<file path="src/rtl/kfpga_config_loader_if.sv">
// -----------------------------------------------------------------------------
// kfpga_config_loader_if
//   Valid/ready word stream that carries the configuration bitstream into the
//   kFPGA config loader.
//
//   Signals:
//     s_data   bitstream word, bit 0 is shifted into the chain first
//     s_valid  s_data is valid
//     s_ready  loader accepts the word when s_valid & s_ready
//
//   Modports:
//     master   bitstream source (drives data/valid, observes ready)
//     slave    loader side      (observes data/valid, drives ready)
// -----------------------------------------------------------------------------
interface kfpga_config_loader_if #(
  parameter int DATA_WIDTH = 32
);
  logic [DATA_WIDTH-1:0] s_data;
  logic                  s_valid;
  logic                  s_ready;

  modport master (output s_data, output s_valid, input  s_ready);
  modport slave  (input  s_data, input  s_valid, output s_ready);
endinterface

</file>
<file path="src/rtl/kfpga_config_loader.sv">
// -----------------------------------------------------------------------------
// kfpga_config_loader
//   Bitstream loader for a WIDTH x HEIGHT kFPGA core ringed by IO tiles.
//   Words arrive over a valid/ready stream and are serialised LSB-first into
//   the core config chain (west IO, south IO, logic tiles, north IO, east IO).
//   The loader clears the chain before shifting and keeps the core's user
//   enable low until a load completes.
//
//   Chain length = WIDTH*HEIGHT*TILE_BITS + 2*(WIDTH+HEIGHT)*IO_TILE_BITS bits,
//   delivered in ceil(chain length / DATA_WIDTH) words; the unused upper bits of
//   the last word are discarded.
//
//   Optional feature (compile-time macro KFPGA_CONFIG_CRC_EN):
//     A CRC-16-CCITT (poly 0x1021, init 0xFFFF) runs over every shifted bit.
//     After the last chain bit one extra word is fetched; its low 16 bits
//     (all of it when DATA_WIDTH < 16) must match the CRC. A mismatch raises
//     the sticky error flag and keeps core_enable low. Without the macro there
//     is no check word and error is constant 0.
//
//   Ports:
//     clock          system clock (the core config clock is tied to it)
//     reset          synchronous, active-high; aborts any load in progress
//     start          begin a load, sampled only while idle
//     s              bitstream stream, slave side (s_data / s_valid / s_ready)
//     config_out     serial data to the core config_in
//     config_enable  chain shift enable, one bit per cycle while high
//     config_nreset  chain clear, active-low
//     core_enable    core user enable, high only after a successful load
//     busy           high whenever a load is in progress
//     done           one-cycle pulse at the end of a load
//     error          sticky CRC mismatch flag, cleared by the next start
// -----------------------------------------------------------------------------
module kfpga_config_loader #(
  parameter int WIDTH        = 8,
  parameter int HEIGHT       = 8,
  parameter int TILE_BITS    = 64,
  parameter int IO_TILE_BITS = 16,
  parameter int DATA_WIDTH   = 32,
  parameter int CLEAR_CYCLES = 4
) (
  input  logic                   clock,
  input  logic                   reset,
  input  logic                   start,
  kfpga_config_loader_if.slave   s,
  output logic                   config_out,
  output logic                   config_enable,
  output logic                   config_nreset,
  output logic                   core_enable,
  output logic                   busy,
  output logic                   done,
  output logic                   error
);

  localparam int CHAIN_LENGTH = WIDTH * HEIGHT * TILE_BITS
                              + 2 * (WIDTH + HEIGHT) * IO_TILE_BITS;
  localparam int BIT_W  = $clog2(CHAIN_LENGTH + 1);
  localparam int WBIT_W = $clog2(DATA_WIDTH);
  localparam int CLR_W  = (CLEAR_CYCLES > 1) ? $clog2(CLEAR_CYCLES) : 1;

  localparam logic [BIT_W-1:0]  LAST_BIT  = BIT_W'(CHAIN_LENGTH - 1);
  localparam logic [WBIT_W-1:0] LAST_WBIT = WBIT_W'(DATA_WIDTH - 1);
  localparam logic [CLR_W-1:0]  LAST_CLR  = CLR_W'(CLEAR_CYCLES - 1);

`ifdef KFPGA_CONFIG_CRC_EN
  typedef enum logic [2:0] {
    ST_IDLE, ST_CLEAR, ST_FETCH, ST_SHIFT, ST_CHECK, ST_FINISH
  } state_t;
`else
  typedef enum logic [2:0] {
    ST_IDLE, ST_CLEAR, ST_FETCH, ST_SHIFT, ST_FINISH
  } state_t;
`endif

  state_t                  state;
  logic [DATA_WIDTH-1:0]   shreg;     // remaining bits of the current word
  logic [BIT_W-1:0]        bit_cnt;   // chain bits shifted so far
  logic [WBIT_W-1:0]       word_bit;  // bit position inside the current word
  logic [CLR_W-1:0]        clr_cnt;

`ifdef KFPGA_CONFIG_CRC_EN
  // A narrow stream word can only carry the low DATA_WIDTH bits of the CRC.
  localparam int CRC_CMP_W = (DATA_WIDTH < 16) ? DATA_WIDTH : 16;

  logic [15:0] crc;
  logic [15:0] crc_next;
  logic        crc_fb;
  logic        crc_match;

  // config_out is the bit leaving the loader this cycle, so the CRC tracks
  // exactly what the chain sees.
  // NOTE: every variable gets a value before any conditional update, so no
  // path through the block leaves it unassigned and no latch is inferred.
  always_comb begin
    crc_fb   = crc[15] ^ config_out;
    crc_next = {crc[14:0], 1'b0};
    if (crc_fb) crc_next = crc_next ^ 16'h1021;
  end

  assign crc_match = (s.s_data[CRC_CMP_W-1:0] == crc[CRC_CMP_W-1:0]);
`else
  assign error = 1'b0;
`endif

  // NOTE: state and every registered output use non-blocking assignments so
  // all of them update together from values sampled at the same clock edge.
  always_ff @(posedge clock) begin
    if (reset) begin
      state         <= ST_IDLE;
      s.s_ready     <= 1'b0;
      config_out    <= 1'b0;
      config_enable <= 1'b0;
      config_nreset <= 1'b1;
      core_enable   <= 1'b0;
      busy          <= 1'b0;
      done          <= 1'b0;
      shreg         <= '0;
      bit_cnt       <= '0;
      word_bit      <= '0;
      clr_cnt       <= '0;
`ifdef KFPGA_CONFIG_CRC_EN
      crc           <= 16'hFFFF;
      error         <= 1'b0;
`endif
    end else begin
      done <= 1'b0;

      unique case (state)
        ST_IDLE: begin
          if (start) begin
            state         <= ST_CLEAR;
            busy          <= 1'b1;
            core_enable   <= 1'b0;
            config_nreset <= 1'b0;
            clr_cnt       <= '0;
`ifdef KFPGA_CONFIG_CRC_EN
            error         <= 1'b0;
`endif
          end
        end

        // config_nreset went low on entry; it stays low for one cycle per
        // count value, i.e. CLEAR_CYCLES cycles in total.
        ST_CLEAR: begin
          bit_cnt  <= '0;
          word_bit <= '0;
`ifdef KFPGA_CONFIG_CRC_EN
          crc      <= 16'hFFFF;
`endif
          if (clr_cnt == LAST_CLR) begin
            config_nreset <= 1'b1;
            s.s_ready     <= 1'b1;
            state         <= ST_FETCH;
          end else begin
            clr_cnt <= clr_cnt + 1'b1;
          end
        end

        // s_ready is high for the whole of FETCH. Bit 0 is presented on
        // config_out straight away so the first SHIFT cycle already drives it.
        ST_FETCH: begin
          if (s.s_valid && s.s_ready) begin
            s.s_ready     <= 1'b0;
            config_out    <= s.s_data[0];
            config_enable <= 1'b1;
            shreg         <= s.s_data >> 1;
            state         <= ST_SHIFT;
          end
        end

        // Each cycle here, config_out/config_enable carry one chain bit.
        // The decision below is about the bit being shifted right now.
        ST_SHIFT: begin
          bit_cnt <= bit_cnt + 1'b1;
`ifdef KFPGA_CONFIG_CRC_EN
          crc     <= crc_next;
`endif
          if (bit_cnt == LAST_BIT) begin
            // Chain full: drop whatever is left of the last word.
            config_enable <= 1'b0;
            config_out    <= 1'b0;
            word_bit      <= '0;
`ifdef KFPGA_CONFIG_CRC_EN
            s.s_ready     <= 1'b1;
            state         <= ST_CHECK;
`else
            done          <= 1'b1;
            core_enable   <= 1'b1;
            state         <= ST_FINISH;
`endif
          end else if (word_bit == LAST_WBIT) begin
            config_enable <= 1'b0;
            config_out    <= 1'b0;
            word_bit      <= '0;
            s.s_ready     <= 1'b1;
            state         <= ST_FETCH;
          end else begin
            word_bit   <= word_bit + 1'b1;
            config_out <= shreg[0];
            shreg      <= shreg >> 1;
          end
        end

`ifdef KFPGA_CONFIG_CRC_EN
        ST_CHECK: begin
          if (s.s_valid && s.s_ready) begin
            s.s_ready <= 1'b0;
            done      <= 1'b1;
            state     <= ST_FINISH;
            if (crc_match) core_enable <= 1'b1;
            else           error       <= 1'b1;
          end
        end
`endif

        // done and core_enable were raised on entry; this cycle is the pulse.
        ST_FINISH: begin
          busy  <= 1'b0;
          state <= ST_IDLE;
        end

        default: state <= ST_IDLE;
      endcase
    end
  end

endmodule

</file>
<file path="src/flat_wrapper.sv">
// flat-port wrapper written by rule: the top's interface ports become plain ports
module kfpga_config_loader_flat 
#(
  parameter int WIDTH        = 8,
  parameter int HEIGHT       = 8,
  parameter int TILE_BITS    = 64,
  parameter int IO_TILE_BITS = 16,
  parameter int DATA_WIDTH   = 32,
  parameter int CLEAR_CYCLES = 4
)
  (clock, reset, start, config_out, config_enable, config_nreset, core_enable, busy, done, error, s_s_data, s_s_valid, s_s_ready);
  kfpga_config_loader_if #(.DATA_WIDTH(DATA_WIDTH)) s_i ();
  input  logic clock;
  input  logic reset;
  input  logic start;
  output logic config_out;
  output logic config_enable;
  output logic config_nreset;
  output logic core_enable;
  output logic busy;
  output logic done;
  output logic error;
  input wire logic [$bits(s_i.s_data)-1:0] s_s_data;
  input wire logic [$bits(s_i.s_valid)-1:0] s_s_valid;
  output wire logic [$bits(s_i.s_ready)-1:0] s_s_ready;
  assign s_i.s_data = s_s_data;
  assign s_i.s_valid = s_s_valid;
  assign s_s_ready = s_i.s_ready;
  kfpga_config_loader #(.WIDTH(WIDTH), .HEIGHT(HEIGHT), .TILE_BITS(TILE_BITS), .IO_TILE_BITS(IO_TILE_BITS), .DATA_WIDTH(DATA_WIDTH), .CLEAR_CYCLES(CLEAR_CYCLES)) u_core (.clock(clock), .reset(reset), .start(start), .s(s_i), .config_out(config_out), .config_enable(config_enable), .config_nreset(config_nreset), .core_enable(core_enable), .busy(busy), .done(done), .error(error));
endmodule
</file>
<file path="config.mk">
export PLATFORM = sky130hd
export DESIGN_NAME = kfpga_config_loader_flat
export DESIGN_NICKNAME = d
export VERILOG_FILES = /design/src/rtl/kfpga_config_loader_if.sv /design/src/rtl/kfpga_config_loader.sv /design/src/flat_wrapper.sv
export SDC_FILE = /design/constraint.sdc
export NUM_CORES = 1
export LEC_CHECK = 0
export CAP_MARGIN = 10
export CORE_ASPECT_RATIO = 1.2
export CORE_MARGIN = 2
export CORE_UTILIZATION = 45
export DETAILED_ROUTE_END_ITERATION = 8
export PLACE_DENSITY = 0.74
export SLEW_MARGIN = 10
export SYNTH_ARGS = -nofsm -noshare
export SYNTH_HDL_FRONTEND = slang
export SYNTH_SLANG_ARGS = --single-unit
</file>
<file path="constraint.sdc">
create_clock -name clock -period 4.62 [get_ports clock]
set_clock_uncertainty 0.1 [all_clocks]
set_input_delay 1.155 -clock clock [delete_from_list [all_inputs] [get_ports clock]]
set_output_delay 1.155 -clock clock [all_outputs]
set_load 0.005 [all_outputs]
</file>
==> out/qor.txt, run 1 <==
Starting Density: 47.0%
Syn avg cell area: 8.86 um^2
Max Freq: 324 MHz
Core area: 6530 um^2
Power Dens Cells: 341 nW/um^2
Largest net degree at the start of global routing: 40
Cell Rows: 32
Async S/R FF share, synth: 0%
DR vias: 2630
Critical path class: input pin to flop
Setup crit start kind: input pin
Crit-path max cell delay: 670 ps
Max-slew violation count: 0
Largest area contributor in the netlist: dfxtp_1
Mapped Cells: 346
Post-route antenna net violation count: 0
Layout Cells excl Fill: 464
Most frequent cells after synthesis: nand2_1, dfxtp_1, nor3_1
Most common cell in the synthesized netlist: nand2_1
Worst-skew pair later-pin latency: 340 ps
Worst slew pin tran: 861 ps
Die X: 79.3 um
CP required: 4690 ps
N_diodes: 0
Syn nets: 386
Setup crit end kind: flop
Post-synthesis sequential area ratio: 39.8%
I/O Pins: 44
Ratio of final minimum period to clock period: 66.7%
Clock period minus worst slack: 3080 ps
RSZ-0062 raised after global routing: no
Total GRT Usage: 18.5%
Num CTS Buffers: 9
Global-route wire length before repair: 11000 um
Mapped cell area: 3070 um^2
Crit path cell chain: clkdlybuf4s50_1 > nand3_1 > or3_1 > nand2_2 > a311oi_2
Avg Vias per Cell: 5.67
Synth Register Bits: 61
Filler cell count: 598
Final TNS setup: 0 ps
YS warnings: 0
Crit-path slowest cell: nand2_2
CTS sink count: 61
Worst vdd ir: 0.000161 V
Worst slew margin: 42.4%
Final Wtd Congestion: 0.796
Fin. Hold Viols: 0
WL final: 6560 um
Initial DRC count: 109
Chip Height: 94.4 um
Placed Cells: 450
# DRC: 0
Share of layout cells above drive strength 1: 17.2%
Count of different cell masters after synthesis: 50
H-tree depth: 3
Final HPWL DP: 4280 um
Vias in the first global route: 2437
Status: complete, no violations
Most used DFF post-synth: dfxtp_1
Area of the die: 7490 um^2
Dominant cells by area after synthesis: dfxtp_1, a311oi_2, nand2_1
CP max FO: 30
GRT overflow: 0
DRT Pass-1 Iters: 5
Clock root buffer: clkbuf_8
Wire per inst: 14.1 um
Share of the synthesized area in the top cell type: 39.8%
Leakage: 1.22 nW
Max Cap Viol: 0
Synth-to-layout area growth: 18.8%
CP arrival: 3150 ps
Final Util: 55.8%
Reg clk slew, reported paths: 60 ps
Postcts setup bufs: 0
CTS resizes: 0
CTS tree: built
Fin nets: 416
Worst Hold Class: flop to flop
CTS Hold Bufs: 0
Post-synth EDFFs: 0
Port bufs: 42
# setup viols final: 0
Initial antenna violation count: 0
Clock buffer depth: 2
-- worst paths after layout --
kind | from | endpoint | slack [ps] | depth (start not counted)
setup / recovery | s_s_valid | u_core.shreg[28]$_SDFFE_PP0P_ | 1540 | 5
hold reg to reg | u_core.clr_cnt[1]$_SDFFE_PP0P_ | u_core.clr_cnt[1]$_SDFFE_PP0P_ | 360 | 2
hold / removal | u_core.clr_cnt[1]$_SDFFE_PP0P_ | u_core.clr_cnt[1]$_SDFFE_PP0P_ | 360 | 2
setup reg to reg | u_core.state[0]$_SDFFE_PP0P_ | u_core.shreg[28]$_SDFFE_PP0P_ | 1780 | 5
-- logic make-up after synthesis --
logic type | synth area share [%]
AND/OR/NAND/NOR | 26.2
AO/OA/AOI/OAI | 23.6
flip-flops | 39.8
buffers and inverters | 5.14
multiplexers | 2.08
XOR/XNOR | 1.43
adder cells (fa/ha/maj) | 1.63
other | 0.122
-- metal layers --
| layer | up-vias | GRT usage (%) | wire (um) |
|---|---|---|---|
| li1 | 1310 | - | - |
| met1 | 1262 | 23.2 | 3060 |
| met2 | 49 | 30.2 | 3150 |
| met3 | 9 | 4.40 | 243 |
| met4 | 0 | 8.19 | 107 |
| met5 | - | 0 | 0 |
-- registers in the layout, summed over array words and instances (netlist names) --
| signal | cells |
|---|---|
| u_core.bit_cnt | 13 |
| u_core.busy | 1 |
| u_core.clr_cnt | 2 |
| u_core.config_enable | 1 |
| u_core.config_nreset | 1 |
| u_core.config_out | 1 |
| u_core.core_enable | 1 |
| u_core.done | 1 |
| u_core.s.s_ready | 1 |
| u_core.shreg | 31 |
| u_core.state | 3 |
| u_core.word_bit | 5 |
-- per-stage QoR --
step	power (mW)	worst slack, ps	hold slack, ps	instance area (um^2)
global route	1.30	1420	373	3640
CTS	1.25	1530	361	3640
floorplan	0.770	2300	336	3070
global placement	0.833	1230	348	3480
detailed placement	0.837	1200	353	3480
finish	1.24	1540	358	3640
-- area by class of cell --
class / count / area [um^2] / area share, %
Multi-Input combinational cell: 255 / 1690 / 46.5
Timing Repair Buffer: 46 / 445 / 12.2
Tap cell: 85 / 106 / 2.92
Clock inverter: 2 / 10.0 / 0.275
Inverter: 3 / 11.3 / 0.309
Sequential cell: 61 / 1220 / 33.5
Clock buffer: 12 / 155 / 4.26
-- where the power goes --
part	internal, mW	switching (mW)
sequential	0.562	0.0293
combinational	0.105	0.129
clock	0.216	0.201
-- critical path: cells and delay by family --
kind | cells | cell delay [ps]
and+or+nand+nor | 3 | 1300
AOI/OAI and AO/OA | 1 | 210
buffers and inverters | 1 | 470
-- cell usage in the layout, fill, tap and decap left out, types with 3 or more instances in the layout --
cell / instances
nand2_1: 72
dfxtp_1: 61
clkdlybuf4s50_1: 41
nor3_1: 37
a311oi_2: 30
nor2_1: 26
a21oi_1: 11
clkbuf_8: 11
nand3_1: 10
a22oi_1: 6
nand3b_1: 4
ha_1: 4
buf_4: 4
mux2_2: 3
o21ai_0: 3
mux2i_1: 3
a31oi_1: 3
a32oi_1: 3
xnor2_1: 3
Note: power is estimated with default switching activity, not from simulation.
==> run 2: changes to the inputs <==
==> constraint.sdc (replaced) <==
create_clock -name clock -period 3.2 [get_ports clock]
set_clock_uncertainty 0.1 [all_clocks]
set_input_delay 0.8 -clock clock [delete_from_list [all_inputs] [get_ports clock]]
set_output_delay 0.8 -clock clock [all_outputs]
set_load 0.005 [all_outputs]
==> out/qor.txt, run 2 (synthesis gave the netlist of run 1 again) <==
Status: complete, no violations
Share of layout cells above drive strength 1: 18.4%
CP Depth: 6
Final TNS setup: 0 ps
Slack of the worst reg-to-reg path: 1020 ps
Fin. Hold Viols: 0
Largest register FFs: 31
Final HPWL DP: 4530 um
Area of the die: 7490 um^2
Worst Path Buf+Inv: 2
Filler cell count: 571
Initial antenna violation count: 0
Port bufs: 42
Reg clk slew, reported paths: 70 ps
Register bank with the most flops: u_core.shreg
Final Util: 57.0%
Crit-path slowest cell: clkdlybuf4s50_1
Clock buffer depth: 2
Postcts setup bufs: 0
Worst Hold Class: flop to flop
DR vias: 2627
Global-route wire length before repair: 11500 um
Crit-path leading delay family: simple AND/OR/NAND/NOR gates
Avg Vias per Cell: 5.58
Initial DRC count: 214
Starting Density: 47.0%
CTS sink count: 61
Critical path class: input pin to flop
GRT overflow: 0
Max Freq: 416 MHz
CTS tree: built
Max Cap Viol: 0
N_diodes: 0
Fin nets: 423
Num CTS Buffers: 9
Vias in the first global route: 2484
CTS resizes: 0
H-tree depth: 3
# DRC: 0
Clock root buffer: clkbuf_8
Leakage: 1.27 nW
CTS Hold Bufs: 0
Ratio of final minimum period to clock period: 75.1%
Final hold slack: 363 ps
Depth of the most critical reg-to-reg path: 7
Top Registers: u_core.shreg (31), u_core.bit_cnt (13), u_core.word_bit (5)
Power Dens Cells: 501 nW/um^2
Setup crit end kind: flop
# setup viols final: 0
CP arrival: 2500 ps
Final Wtd Congestion: 0.744
Worst slew pin tran: 641 ps
Post-route antenna net violation count: 0
Total GRT Usage: 19.3%
Cell Rows: 32
Pwr Total: 1.87 mW
Crit path cell chain: clkdlybuf4s50_1 > nand3_1 > or3_1 > nand2_2 > buf_4 > a311oi_2
WL final: 6650 um
DRT Pass-1 Iters: 4
Synth-to-layout area growth: 21.4%
Worst vdd ir: 0.000202 V
Setup crit start kind: input pin
Worst slew margin: 57.3%
RSZ-0062 raised after global routing: no
Crit-path max cell delay: 480 ps
Wire per inst: 14.1 um
Largest net degree at the start of global routing: 34
CP required: 3300 ps
Worst hold stages: 2
Worst-skew pair later-pin latency: 340 ps
Most frequent cells in the layout: nand2_1, dfxtp_1, clkdlybuf4s50_1
Placed Cells: 457
Commonest non-fill, non-tap cell in the layout: nand2_1
I/O Pins: 44
Chip Height: 94.4 um
Max-slew violation count: 0
Layout Cells excl Fill: 471
Die X: 79.3 um
CP max FO: 8
Clock period minus worst slack: 2400 ps
Core area: 6530 um^2
## run 2: cell types whose count changed in the layout (fill, tap and decap cells not counted)
cell	delta
bufinv_16	+1
clkinv_2	-1
clkbuf_1	+1
clkbuf_8	-1
buf_12	+1
buf_4	+6
## run 2: worst paths after layout
kind / start / endpoint
worst max-delay path: s_s_valid / u_core.shreg[1]$_SDFFE_PP0P_
worst min-delay path: u_core.clr_cnt[1]$_SDFFE_PP0P_ / u_core.clr_cnt[1]$_SDFFE_PP0P_
worst max register to register: u_core.bit_cnt[0]$_SDFFE_PP0P_ / u_core.shreg[1]$_SDFFE_PP0P_
worst min register to register: u_core.clr_cnt[1]$_SDFFE_PP0P_ / u_core.clr_cnt[1]$_SDFFE_PP0P_
## run 2: where the power goes
| group | internal (mW) | switching, mW | total, mW | leakage [nW] |
|---|---|---|---|---|
| clock network | 0.372 | 0.287 | 0.658 | 0.0923 |
| logic | 0.163 | 0.190 | 0.353 | 0.680 |
| registers | 0.811 | 0.0424 | 0.854 | 0.494 |
## run 2: per-layer routing
metal | vias to the layer above | wire length (um) | GRT usage [%]
li1 | 1322 | - | -
met1 | 1243 | 3130 | 24.0
met2 | 51 | 3170 | 32.5
met3 | 11 | 251 | 4.30
met4 | 0 | 104 | 7.76
met5 | - | 0 | 0
## run 2: through the flow
stage	setup slack, ps	instance area [um^2]
after floorplan	1240	3070
after CTS	805	3720
after global placement	477	3540
after global routing	709	3720
after detailed placement	472	3540
final	796	3720
## run 2: cell type report
cell class                      count  area, um^2  share of cell area, %
Multi-Input combinational cell    255        1690                   45.5
Sequential cell                    61        1220                   32.8
Timing Repair Buffer               53         510                   13.7
Clock buffer                       12         145                   3.90
Tap cell                           85         106                   2.86
Clock inverter                      2        35.0                  0.941
Inverter                            3        11.3                  0.303
## run 2: worst reg2reg max path, cell delays in order (launching register included)
cell,delay [ps]
dfxtp_1,380
ha_1,220
nand2_1,130
nor3_4,410
a211o_4,230
nand2_2,170
buf_4,240
a311oi_2,200
